File: config.mk
export PLATFORM = sky130hd
export DESIGN_NAME = life_gen_sequencer
export DESIGN_NICKNAME = d
export VERILOG_FILES = /design/src/rtl/life_pkg.sv /design/src/rtl/life_period_timer.sv /design/src/rtl/life_gen_sequencer.sv
export SDC_FILE = /design/constraint.sdc
export NUM_CORES = 1
export LEC_CHECK = 0
export CAP_MARGIN = 5
export CORE_UTILIZATION = 45
export DETAILED_ROUTE_END_ITERATION = 16
export GPL_ROUTABILITY_DRIVEN = 0
export MAX_ROUTING_LAYER = met4
export PLACE_DENSITY_LB_ADDON = 0.15
export SYNTH_ARGS = -nofsm -noshare
export SYNTH_HDL_FRONTEND = slang
export SYNTH_SLANG_ARGS = --single-unit
File: constraint.sdc
create_clock -name clk -period 11.1 [get_ports clk]
set_input_delay 2.22 -clock clk [delete_from_list [all_inputs] [get_ports clk]]
set_output_delay 2.22 -clock clk [all_outputs]
set_load 0.01 [all_outputs]
File: src/rtl/life_pkg.sv
// Shared constants for the Game of Life generation sequencer:
// board geometry, FSM state encodings and halt reason codes.
package life_pkg;

  localparam int BOARD_DIM   = 16;
  localparam int BOARD_CELLS = BOARD_DIM * BOARD_DIM;

  // FSM state encodings (visible on the state output, so kept fixed)
  localparam logic [2:0] ST_IDLE  = 3'd0;
  localparam logic [2:0] ST_WAIT  = 3'd1;
  localparam logic [2:0] ST_ISSUE = 3'd2;
  localparam logic [2:0] ST_BUSY  = 3'd3;
  localparam logic [2:0] ST_LOAD  = 3'd4;
  localparam logic [2:0] ST_HALT  = 3'd5;

  // halt_reason codes
  localparam logic [1:0] HALT_NONE    = 2'd0;
  localparam logic [1:0] HALT_LIMIT   = 2'd1;
  localparam logic [1:0] HALT_EXTINCT = 2'd2;
  localparam logic [1:0] HALT_STABLE  = 2'd3;

endpackage

File: src/rtl/life_period_timer.sv
// Loadable down-counter timing the gap between generations.
// A period of 0 is treated as 1; expire is high while the count sits at 1.
module life_period_timer #(
  parameter int PERIOD_W = 24
) (
  input  logic                clk,
  input  logic                rst,
  input  logic                load,
  input  logic                clear,
  input  logic [PERIOD_W-1:0] period,
  output logic                expire
);

  logic [PERIOD_W-1:0] cnt_q, cnt_d;

  // next count: clear wins over load, otherwise count down to zero and stop
  always_comb begin
    cnt_d = cnt_q;
    if (clear) begin
      cnt_d = '0;
    end else if (load) begin
      cnt_d = (period == '0) ? PERIOD_W'(1) : period;
    end else if (cnt_q != '0) begin
      cnt_d = cnt_q - PERIOD_W'(1);
    end
  end

  // count register
  always_ff @(posedge clk) begin
    if (rst) cnt_q <= '0;
    else     cnt_q <= cnt_d;
  end

  assign expire = (cnt_q == PERIOD_W'(1));

endmodule

File: src/rtl/life_gen_sequencer.sv
// Generation sequencer for the 16x16 Life engine: run/pause/step/load
// control, generation period pacing, generation and population bookkeeping.
// Optional still-life halt is built when LIFE_STABLE_HALT_EN is defined.
//
//   state | meaning
//   IDLE  | stopped, waiting for a command
//   WAIT  | free running, counting down the generation period
//   ISSUE | one-cycle eng_step pulse
//   BUSY  | engine computing; pause/load are held as pending
//   LOAD  | board reload requested, waiting for load_ack
//   HALT  | stopped on limit / extinction / still life; only load exits
module life_gen_sequencer
  import life_pkg::*;
#(
  parameter int PERIOD_W = 24,
  parameter int GEN_W    = 32,
  parameter int POP_W    = 9
) (
  input  logic                clk,
  input  logic                rst,
  input  logic                cmd_run,
  input  logic                cmd_pause,
  input  logic                cmd_step,
  input  logic                cmd_load,
  input  logic [PERIOD_W-1:0] period,
  input  logic [GEN_W-1:0]    gen_limit,
  output logic                eng_step,
  input  logic                eng_done,
  input  logic [POP_W-1:0]    eng_birth,
  input  logic [POP_W-1:0]    eng_death,
  output logic                load_req,
  input  logic                load_ack,
  input  logic [POP_W-1:0]    load_pop,
  output logic [2:0]          state,
  output logic [GEN_W-1:0]    gen_cnt,
  output logic [POP_W-1:0]    population,
  output logic                halted,
  output logic [1:0]          halt_reason
);

  localparam int EXT_W = POP_W + 2;

  logic [2:0]       state_q, state_d;
  logic [GEN_W-1:0] gen_q, gen_d;
  logic [POP_W-1:0] pop_q, pop_d;
  logic [1:0]       reason_q, reason_d;
  logic             single_q, single_d;
  logic             pend_pause_q, pend_pause_d;
  logic             pend_load_q, pend_load_d;
  logic             eng_step_q, load_req_q, halted_q;

  logic             timer_load, timer_clear, timer_expire;
  logic [GEN_W-1:0] gen_new;
  logic [EXT_W-1:0] pop_sum;
  logic [POP_W-1:0] pop_new;
  logic             limit_hit, stable;

  life_period_timer #(.PERIOD_W(PERIOD_W)) u_timer (
    .clk    (clk),
    .rst    (rst),
    .load   (timer_load),
    .clear  (timer_clear),
    .period (period),
    .expire (timer_expire)
  );

  // Headroom of two bits lets the sum go above 256 or below zero before clamping.
  assign pop_sum   = {2'b00, pop_q} + {2'b00, eng_birth} - {2'b00, eng_death};
  assign gen_new   = (&gen_q) ? gen_q : gen_q + GEN_W'(1);
  assign limit_hit = (gen_limit != '0) && (gen_new == gen_limit);

`ifdef LIFE_STABLE_HALT_EN
  assign stable = (eng_birth == '0) && (eng_death == '0);
`else
  assign stable = 1'b0;
`endif

  // clamp the post-generation population to [0, BOARD_CELLS]
  always_comb begin
    pop_new = pop_sum[POP_W-1:0];
    if (pop_sum[EXT_W-1])                     pop_new = '0;
    else if (pop_sum > EXT_W'(BOARD_CELLS))   pop_new = POP_W'(BOARD_CELLS);
  end

  // FSM next state and bookkeeping updates
  always_comb begin
    state_d      = state_q;
    gen_d        = gen_q;
    pop_d        = pop_q;
    reason_d     = reason_q;
    single_d     = single_q;
    pend_pause_d = pend_pause_q;
    pend_load_d  = pend_load_q;
    case (state_q)
      ST_IDLE: begin
        if (cmd_load)       state_d = ST_LOAD;
        else if (cmd_pause) state_d = ST_IDLE;
        else if (cmd_step) begin
          state_d  = ST_ISSUE;
          single_d = 1'b1;
        end else if (cmd_run) state_d = ST_WAIT;
      end
      ST_WAIT: begin
        if (cmd_load)          state_d = ST_LOAD;
        else if (cmd_pause)    state_d = ST_IDLE;
        else if (timer_expire) state_d = ST_ISSUE;
      end
      ST_ISSUE: begin
        // the step is committed here, so pause/load already count as pending
        state_d      = ST_BUSY;
        pend_pause_d = pend_pause_q | cmd_pause;
        pend_load_d  = pend_load_q | cmd_load;
      end
      ST_BUSY: begin
        pend_pause_d = pend_pause_q | cmd_pause;
        pend_load_d  = pend_load_q | cmd_load;
        if (eng_done) begin
          gen_d = gen_new;
          pop_d = pop_new;
          if (limit_hit) begin
            state_d  = ST_HALT;
            reason_d = HALT_LIMIT;
          end else if (pop_new == '0) begin
            state_d  = ST_HALT;
            reason_d = HALT_EXTINCT;
          end else if (stable) begin
            state_d  = ST_HALT;
            reason_d = HALT_STABLE;
          end else if (pend_load_d) begin
            state_d = ST_LOAD;
          end else if (single_q || pend_pause_d) begin
            state_d = ST_IDLE;
          end else begin
            state_d = ST_WAIT;
          end
          single_d     = 1'b0;
          pend_pause_d = 1'b0;
          pend_load_d  = 1'b0;
        end
      end
      ST_LOAD: begin
        if (load_ack) begin
          gen_d    = '0;
          pop_d    = load_pop;
          reason_d = HALT_NONE;
          state_d  = ST_IDLE;
        end
      end
      ST_HALT: begin
        if (cmd_load) state_d = ST_LOAD;
      end
      default: state_d = ST_IDLE;
    endcase
  end

  assign timer_load  = (state_d == ST_WAIT) && (state_q != ST_WAIT);
  assign timer_clear = (state_q == ST_WAIT) && (state_d != ST_WAIT);

  // state, bookkeeping and registered control outputs
  always_ff @(posedge clk) begin
    if (rst) begin
      state_q      <= ST_IDLE;
      gen_q        <= '0;
      pop_q        <= '0;
      reason_q     <= HALT_NONE;
      single_q     <= 1'b0;
      pend_pause_q <= 1'b0;
      pend_load_q  <= 1'b0;
      eng_step_q   <= 1'b0;
      load_req_q   <= 1'b0;
      halted_q     <= 1'b0;
    end else begin
      state_q      <= state_d;
      gen_q        <= gen_d;
      pop_q        <= pop_d;
      reason_q     <= reason_d;
      single_q     <= single_d;
      pend_pause_q <= pend_pause_d;
      pend_load_q  <= pend_load_d;
      eng_step_q   <= (state_d == ST_ISSUE);
      load_req_q   <= (state_d == ST_LOAD);
      halted_q     <= (state_d == ST_HALT);
    end
  end

  assign state       = state_q;
  assign gen_cnt     = gen_q;
  assign population  = pop_q;
  assign halt_reason = reason_q;
  assign eng_step    = eng_step_q;
  assign load_req    = load_req_q;
  assign halted      = halted_q;

endmodule

==> results.txt, run 1 <==
----------------------------------------------------
[Status]
  Result of the run ... completed

[Logic synthesis]
  Number of enable flip-flop cells after synthesis ... 0
  Net count of the mapped netlist ... 975
  Number of synthesized register bits ... 76
  Biggest area contributors in the synthesized netlist ... dfxtp_1, xnor2_1, nor2_1
  Synth cell types ... 74
  Sequential area share after synthesis ... 23.43%
  Most instantiated flip-flop cell in the synthesis netlist ... dfxtp_1
  Post-synthesis async set-or-reset flop share ... 0%
  Most common library cells after synthesis ... dfxtp_1, nor2_1, nand2_1
  Post-synthesis average cell area ... 7.532 um^2
  Top cell type by total area after synthesis ... dfxtp_1
  Gate count after technology mapping ... 862
  Yosys warning count ... 0
  Proportion of netlist area held by the largest area contributor ... 23.43%
  Synth Cell Area ... 0.006492 mm^2

[CTS]
  Clk Latency, worst-skew pair ... 0.34 ns
  Total clock buffers created by CTS ... 9
  Clk sink count ... 76
  Post-cts resize count ... 0
  Max clock buf depth ... 2
  Clk root buf ... clkbuf_16
  Number of hold buffers added after cts ... 0
  Post CTS Setup Buffer Count ... 0
  Clock transition at the registers of the reported paths ... 0.06 ns
  Clock tree from TritonCTS ... yes
  CTS H-Tree Depth ... 3

[Global routing]
  Total grt overflow ... 0
  Initial antenna violation count ... 0
  Global-route usage over all layers ... 28.58%
  Via count of the first global-routing pass ... 6560
  Wire length of the first global-routing pass ... 32780 um
  Routing usage on met1 ... 36.46%
  Met2 Usage GRT ... 44.49%
  Global routing usage on met3 ... 5.009%
  Most crowded layer after global routing ... met2
  Pin count of the biggest net entering global routing ... 54

[STA]
  Clock period minus final worst setup slack ... 7.225 ns
  Setup Viol. Count Final ... 0
  Share of the cycle needed by the critical path after routing ... 65.09%
  Setup TNS after final layout ... 0 ns
  Setup slack of the critical path after layout ... 3.875 ns
  RSZ-0062 raised after global routing ... no
  Total count of hold-check failures in the final report ... 0
  Post-Route Skew ... 0.005838 ns
  Transition time at the pin with the least slew margin ... 1.134 ns
  Count of pins over their slew limit ... 0
  Highest attainable clock frequency ... 138.4 MHz
  Headroom to the max-slew limit ... 24.38%

[Drt]
  Via/cell ratio ... 6.176
  Wire length after detailed routing ... 20180 um
  Pre-antenna DRT Iters ... 6
  Remaining number of nets flagged by the antenna check after routing ... 0
  Total via count after detailed routing ... 7022
  1st-iter DRT viols ... 665
  Wire per inst ... 17.75 um
  Final routed DRC violation total ... 0

[Floorplanning]
  Initial cell density of the core ... 46.41%
  Num ports ... 140
  Number of core rows ... 43
  Die outline area ... 0.01491 mm^2
  Standard cell core area ... 0.01399 mm^2
  Die span in y ... 122.1 um
  Die width ... 122.1 um

[Setup path]
  Startpoint type of the worst setup path ... primary input
  Critical path peak fanout ... 34
  Worst setup path endpoint ... u_timer.cnt_q[5]
  Reg2reg setup slack ... 5.48 ns
  Depth of the worst register-to-register path ... 12
  Category of the most critical setup path ... primary input to flip-flop
  Type of element capturing the critical path ... flip-flop
  Source of the worst register-to-register timing path ... gen_cnt[0]
  Arrival time of data at the critical path endpoint ... 7.48 ns
  Critical register-to-register path endpoint ... u_timer.cnt_q[5]
  Critical path required time ... 11.35 ns
  Crit path from ... eng_birth[1]

[Pwr]
  P per Cell Area ... 138.6 mW/mm^2
  Maximum resistive drop on vdd ... 0.1223 mV
  Portion of total power attributed to the clock network ... 28.2%
  Sequential share of power ... 31.0%
  Leakage Power ... 2.825 nW
  Comb power frac ... 40.8%
  Cell-internal power ... 723.2 uW
  Fraction of power spent switching nets ... 36.13%
  Psw ... 409.1 uW

[Job]
  Number of violations of the max-capacitance limit ... 0

[Layout]
  Post-layout net count ... 1065
  P&R area growth vs syn ... 25.84%
  Final cell count without fillers ... 1137
  Count of inserted antenna diode cells ... 0
  Share of post-route cells with drive strength above 1 ... 4.911%

[Worst hold path]
  Worst min-delay path class ... flip-flop to flip-flop
  Startpoint of the tightest hold check path ... halt_reason[1]

[Placed design]
  DP Wirelength ... 15040 um
  Worst Setup Slack post-DPL ... 3.619 ns
  Count of buffers inserted at the top-level ports ... 139
  Post-placement cell count ... 1121

----------------------------------------------------
==> state kept, by name (all words and copies together), names as in the netlist <==
register	flops
gen_cnt	32
u_timer.cnt_q	24
population	9
state	3
halt_reason	2
eng_step	1
halted	1
load_req	1
pend_load_q	1
pend_pause_q	1
single_q	1
==> per-layer routing <==
layer | vias to the layer above | routed length, um
li1 | 3363 | -
met1 | 3293 | 8930
met2 | 320 | 9147
met3 | 46 | 1512
met4 | 0 | 595
met5 | - | 0
==> cell families (layout without fill, tap and decap cells) <==
logic type | after synthesis | count (layout) | synth area share [%]
AO/OA/AOI/OAI | 204 | 204 | 22.88
XOR/XNOR | 68 | 68 | 9.173
multiplexers | 13 | 13 | 2.120
flip-flops | 76 | 76 | 23.43
buffers and inverters | 114 | 209 | 7.400
AND/OR/NAND/NOR | 365 | 365 | 29.72
adder cells (fa/ha/maj) | 22 | 22 | 5.280
==> worst min-delay path by stage <==
stage,end,slack [ns],cells past startpoint
detailed placement,halt_reason[1],0.46,2
floorplan,pend_pause_q,0.48,2
global placement,halt_reason[1],0.46,2
finish,halt_reason[1],0.47,2
CTS,halt_reason[1],0.47,2
global route,halt_reason[1],0.51,2
==> cell type report <==
type / instances / area [um^2]
fill: 1297 / 5818
clock inverter: 6 / 87.58
multi-input combinational: 672 / 4499
inverter: 49 / 183.9
sequential: 76 / 1521
clock buffer: 10 / 229.0
timing repair buffer: 144 / 1424
tap: 180 / 225.2
==> power by group through the flow <==
stage          Combinational [mW]  Clock (mW)  Sequential (mW)
3_3_place_gp                0.450           0            0.356
3_5_place_dp                0.455           0            0.354
4_1_cts                     0.459       0.325            0.350
5_1_grt                     0.515       0.334            0.356
2_1_floorplan               0.341           0            0.347
6_report                    0.462       0.319            0.351
==> placed cells by master (no fill, tap or decap), types with 10 or more instances in the layout <==
master           netlist  layout
clkdlybuf4s50_1        0     138
nand2b_1              15      15
ha_1                  13      13
inv_1                 49      49
nand2_1               69      69
and3_1                11      11
nor2_1                76      76
nand3_1               32      32
a221oi_1              11      11
o211ai_1              14      14
xnor2_1               38      38
nor3_1                39      38
a31oi_1               10      10
or3_1                 18      18
nor4_1                30      30
xor2_1                30      30
dfxtp_1               76      76
a311oi_1              15      15
or4_1                 11      11
a21oi_1               38      37
nand4_1               21      21
a211oi_1              14      14
o21ai_0               32      32
==> metrics by stage <==
| stage | utilization (%) | area [um^2] | total power [mW] | hold WS, ns |
|---|---|---|---|---|
| final | 58.41 | 8170 | 1.132 | 0.4697 |
| after floorplan | - | 6492 | 0.6883 | 0.4839 |
| after CTS | 58.41 | 8170 | 1.134 | 0.4731 |
| after global routing | 58.41 | 8170 | 1.206 | 0.5058 |
| after global placement | 56.14 | 7854 | 0.8058 | 0.4628 |
| after detailed placement | 56.14 | 7854 | 0.8099 | 0.4643 |
==> worst max-delay path: stages <==
cell             delay, ns
clkdlybuf4s50_1       0.45
inv_1                 0.06
fa_1                  0.53
inv_1                 0.07
fa_1                  0.48
a211oi_1              0.42
o21ai_0               0.23
a31o_2                0.33
o31a_1                0.24
o221a_2               0.25
o21bai_1              0.26
a2111oi_0             0.13
a211oi_2              0.48
o211a_4               0.46
nand3_1               0.53
o211ai_1              0.35
No activity file was read; power rests on OpenSTA's default activity.
==> inputs of run 2 (changes only) <==
clock period = 6 ns   (was 11.1 ns; I/O delays follow)
==> run 2 against run 1 <==
  * Die area stayed put
  * Worst hold slack better by 0.0014 ns
  * Cell count is 0.62% higher
  * Global-route usage is 0.49 points higher
  * Core utilization is 0.59 points higher
  * Clock power is 100% higher
  * Total power is 91% higher
  * Critical path type unchanged
  * Largest cell class unchanged
==> results.txt, run 2 (synthesis gave the netlist of run 1 again) <==
----------------------------------------------------
[Status]
  Result of the run ... completed

[STA]
  Count of pins over their slew limit ... 0
  Highest attainable clock frequency ... 176.4 MHz
  Headroom to the max-slew limit ... 20.62%
  Total count of hold-check failures in the final report ... 0
  Post-Route Skew ... 0.008412 ns
  Setup Viol. Count Final ... 0
  Setup slack of the critical path after layout ... 0.3299 ns
  Share of the cycle needed by the critical path after routing ... 94.50%
  Post-Route Hold Slack ... 0.4710 ns
  Setup TNS after final layout ... 0 ns
  Clock period minus final worst setup slack ... 5.670 ns
  RSZ-0062 raised after global routing ... no
  Transition time at the pin with the least slew margin ... 1.191 ns

[Setup path]
  Critical path peak fanout ... 18
  Critical path required time ... 6.25 ns
  Arrival time of data at the critical path endpoint ... 5.92 ns
  Startpoint type of the worst setup path ... primary input
  Reg2reg setup slack ... 1.08 ns
  Type of element capturing the critical path ... flip-flop
  Depth of the worst register-to-register path ... 13
  Category of the most critical setup path ... primary input to flip-flop
  Crit path from ... eng_birth[1]
  Source of the worst register-to-register timing path ... gen_cnt[0]
  Critical register-to-register path endpoint ... u_timer.cnt_q[16]

[CTS]
  Post-cts resize count ... 0
  Clock transition at the registers of the reported paths ... 0.07 ns
  Total clock buffers created by CTS ... 9
  Clk sink count ... 76
  CTS H-Tree Depth ... 3
  Max clock buf depth ... 2
  Clk Latency, worst-skew pair ... 0.35 ns
  Number of hold buffers added after cts ... 0
  Post CTS Setup Buffer Count ... 0
  Clock tree from TritonCTS ... yes
  Clk root buf ... clkbuf_16

[Drt]
  Via/cell ratio ... 6.187
  Total via count after detailed routing ... 7078
  Final routed DRC violation total ... 0
  Wire length after detailed routing ... 20540 um
  1st-iter DRT viols ... 734
  Pre-antenna DRT Iters ... 5
  Wire per inst ... 17.96 um
  Remaining number of nets flagged by the antenna check after routing ... 0

[Global routing]
  Total grt overflow ... 0
  Global-route usage over all layers ... 29.07%
  Via count of the first global-routing pass ... 6416
  Wire length of the first global-routing pass ... 33240 um
  Pin count of the biggest net entering global routing ... 54
  Initial antenna violation count ... 0

[Floorplanning]
  Num ports ... 140
  Die span in y ... 122.1 um
  Number of core rows ... 43
  Initial cell density of the core ... 46.41%
  Die width ... 122.1 um
  Die outline area ... 0.01491 mm^2
  Standard cell core area ... 0.01399 mm^2

[Pwr]
  P per Cell Area ... 262.1 mW/mm^2
  Leakage Power ... 2.874 nW
  Maximum resistive drop on vdd ... 0.2410 mV

[Worst hold path]
  Worst min-delay path class ... flip-flop to flip-flop
  Startpoint of the tightest hold check path ... halt_reason[1]
  Number of stages on the worst hold path ... 2
  Endpoint, Worst Hold ... halt_reason[1]

[Layout]
  Count of inserted antenna diode cells ... 0
  Share of post-route cells with drive strength above 1 ... 5.705%
  Post-layout net count ... 1072
  Top library cells by usage in the layout, fill and taps aside ... clkdlybuf4s50_1, nor2_1, dfxtp_1, nand2_1, inv_1
  Leading cell type in the layout, fill and taps excluded ... clkdlybuf4s50_1
  Max FFs per register ... 32
  P&R area growth vs syn ... 27.12%
  Core Util, Final ... 59.00%

[Job]
  Number of violations of the max-capacitance limit ... 0

[Placed design]
  Worst Setup Slack post-DPL ... 0.05073 ns
  Count of buffers inserted at the top-level ports ... 139
  DP Wirelength ... 15140 um

----------------------------------------------------
run 2: cell count changes in the layout (fill, tap and decap cells not counted):
cell,previous run,this run
buf_4,5,12
bufinv_16,2,3
clkbuf_1,1,0
clkinv_2,2,1
inv_6,1,2
run 2: where the power goes:
group,switching (mW),leakage (nW),internal (mW)
clock network,0.236,0.170,0.409
logic,0.470,2.09,0.399
registers,0.0709,0.617,0.577
run 2: layout make-up:
cell class,instances,area [um^2]
Sequential cell,76,1521
Tap cell,180,225.2
Timing Repair Buffer,151,1476
Inverter,49,183.9
Clock buffer,9,225.2
Multi-Input combinational cell,672,4499
Fill cell,1322,5736
Clock inverter,7,121.4
run 2: how the worst max path moves through the flow:
stage | end | depth (start not counted)
CTS | u_timer.cnt_q[16] | 17
global route | u_timer.cnt_q[5] | 18
floorplan | u_timer.cnt_q[23] | 15
finish | u_timer.cnt_q[16] | 17
global placement | u_timer.cnt_q[16] | 17
detailed placement | u_timer.cnt_q[16] | 17
run 2: worst max-delay path, stage by stage:
cell and delay, ns:
clkdlybuf4s50_1 0.45, inv_1 0.05, fa_1 0.53, inv_1 0.07, fa_1 0.48, a211oi_1 0.37, o21ai_0 0.21, a31o_2 0.33
o31a_1 0.25, o221a_2 0.26, o21bai_1 0.26, a2111oi_0 0.13, a211oi_2 0.32, o211a_4 0.22, buf_4 0.21, mux2_1 0.36
a32o_1 0.20
run 2: per-stage QoR:
step	area (um^2)	total power, mW	instances
after global routing	8253	2.294	1144
final	8253	2.163	1144
after global placement	7906	1.489	1128
after floorplan	6492	1.273	862
after CTS	8253	2.162	1144
after detailed placement	7906	1.504	1128
run 2: per-layer routing:
layer	wire length, um	track usage, %
met5	0	-
met4	535	10.59
met3	1500	4.260
met2	9427	45.09
met1	9077	38.23
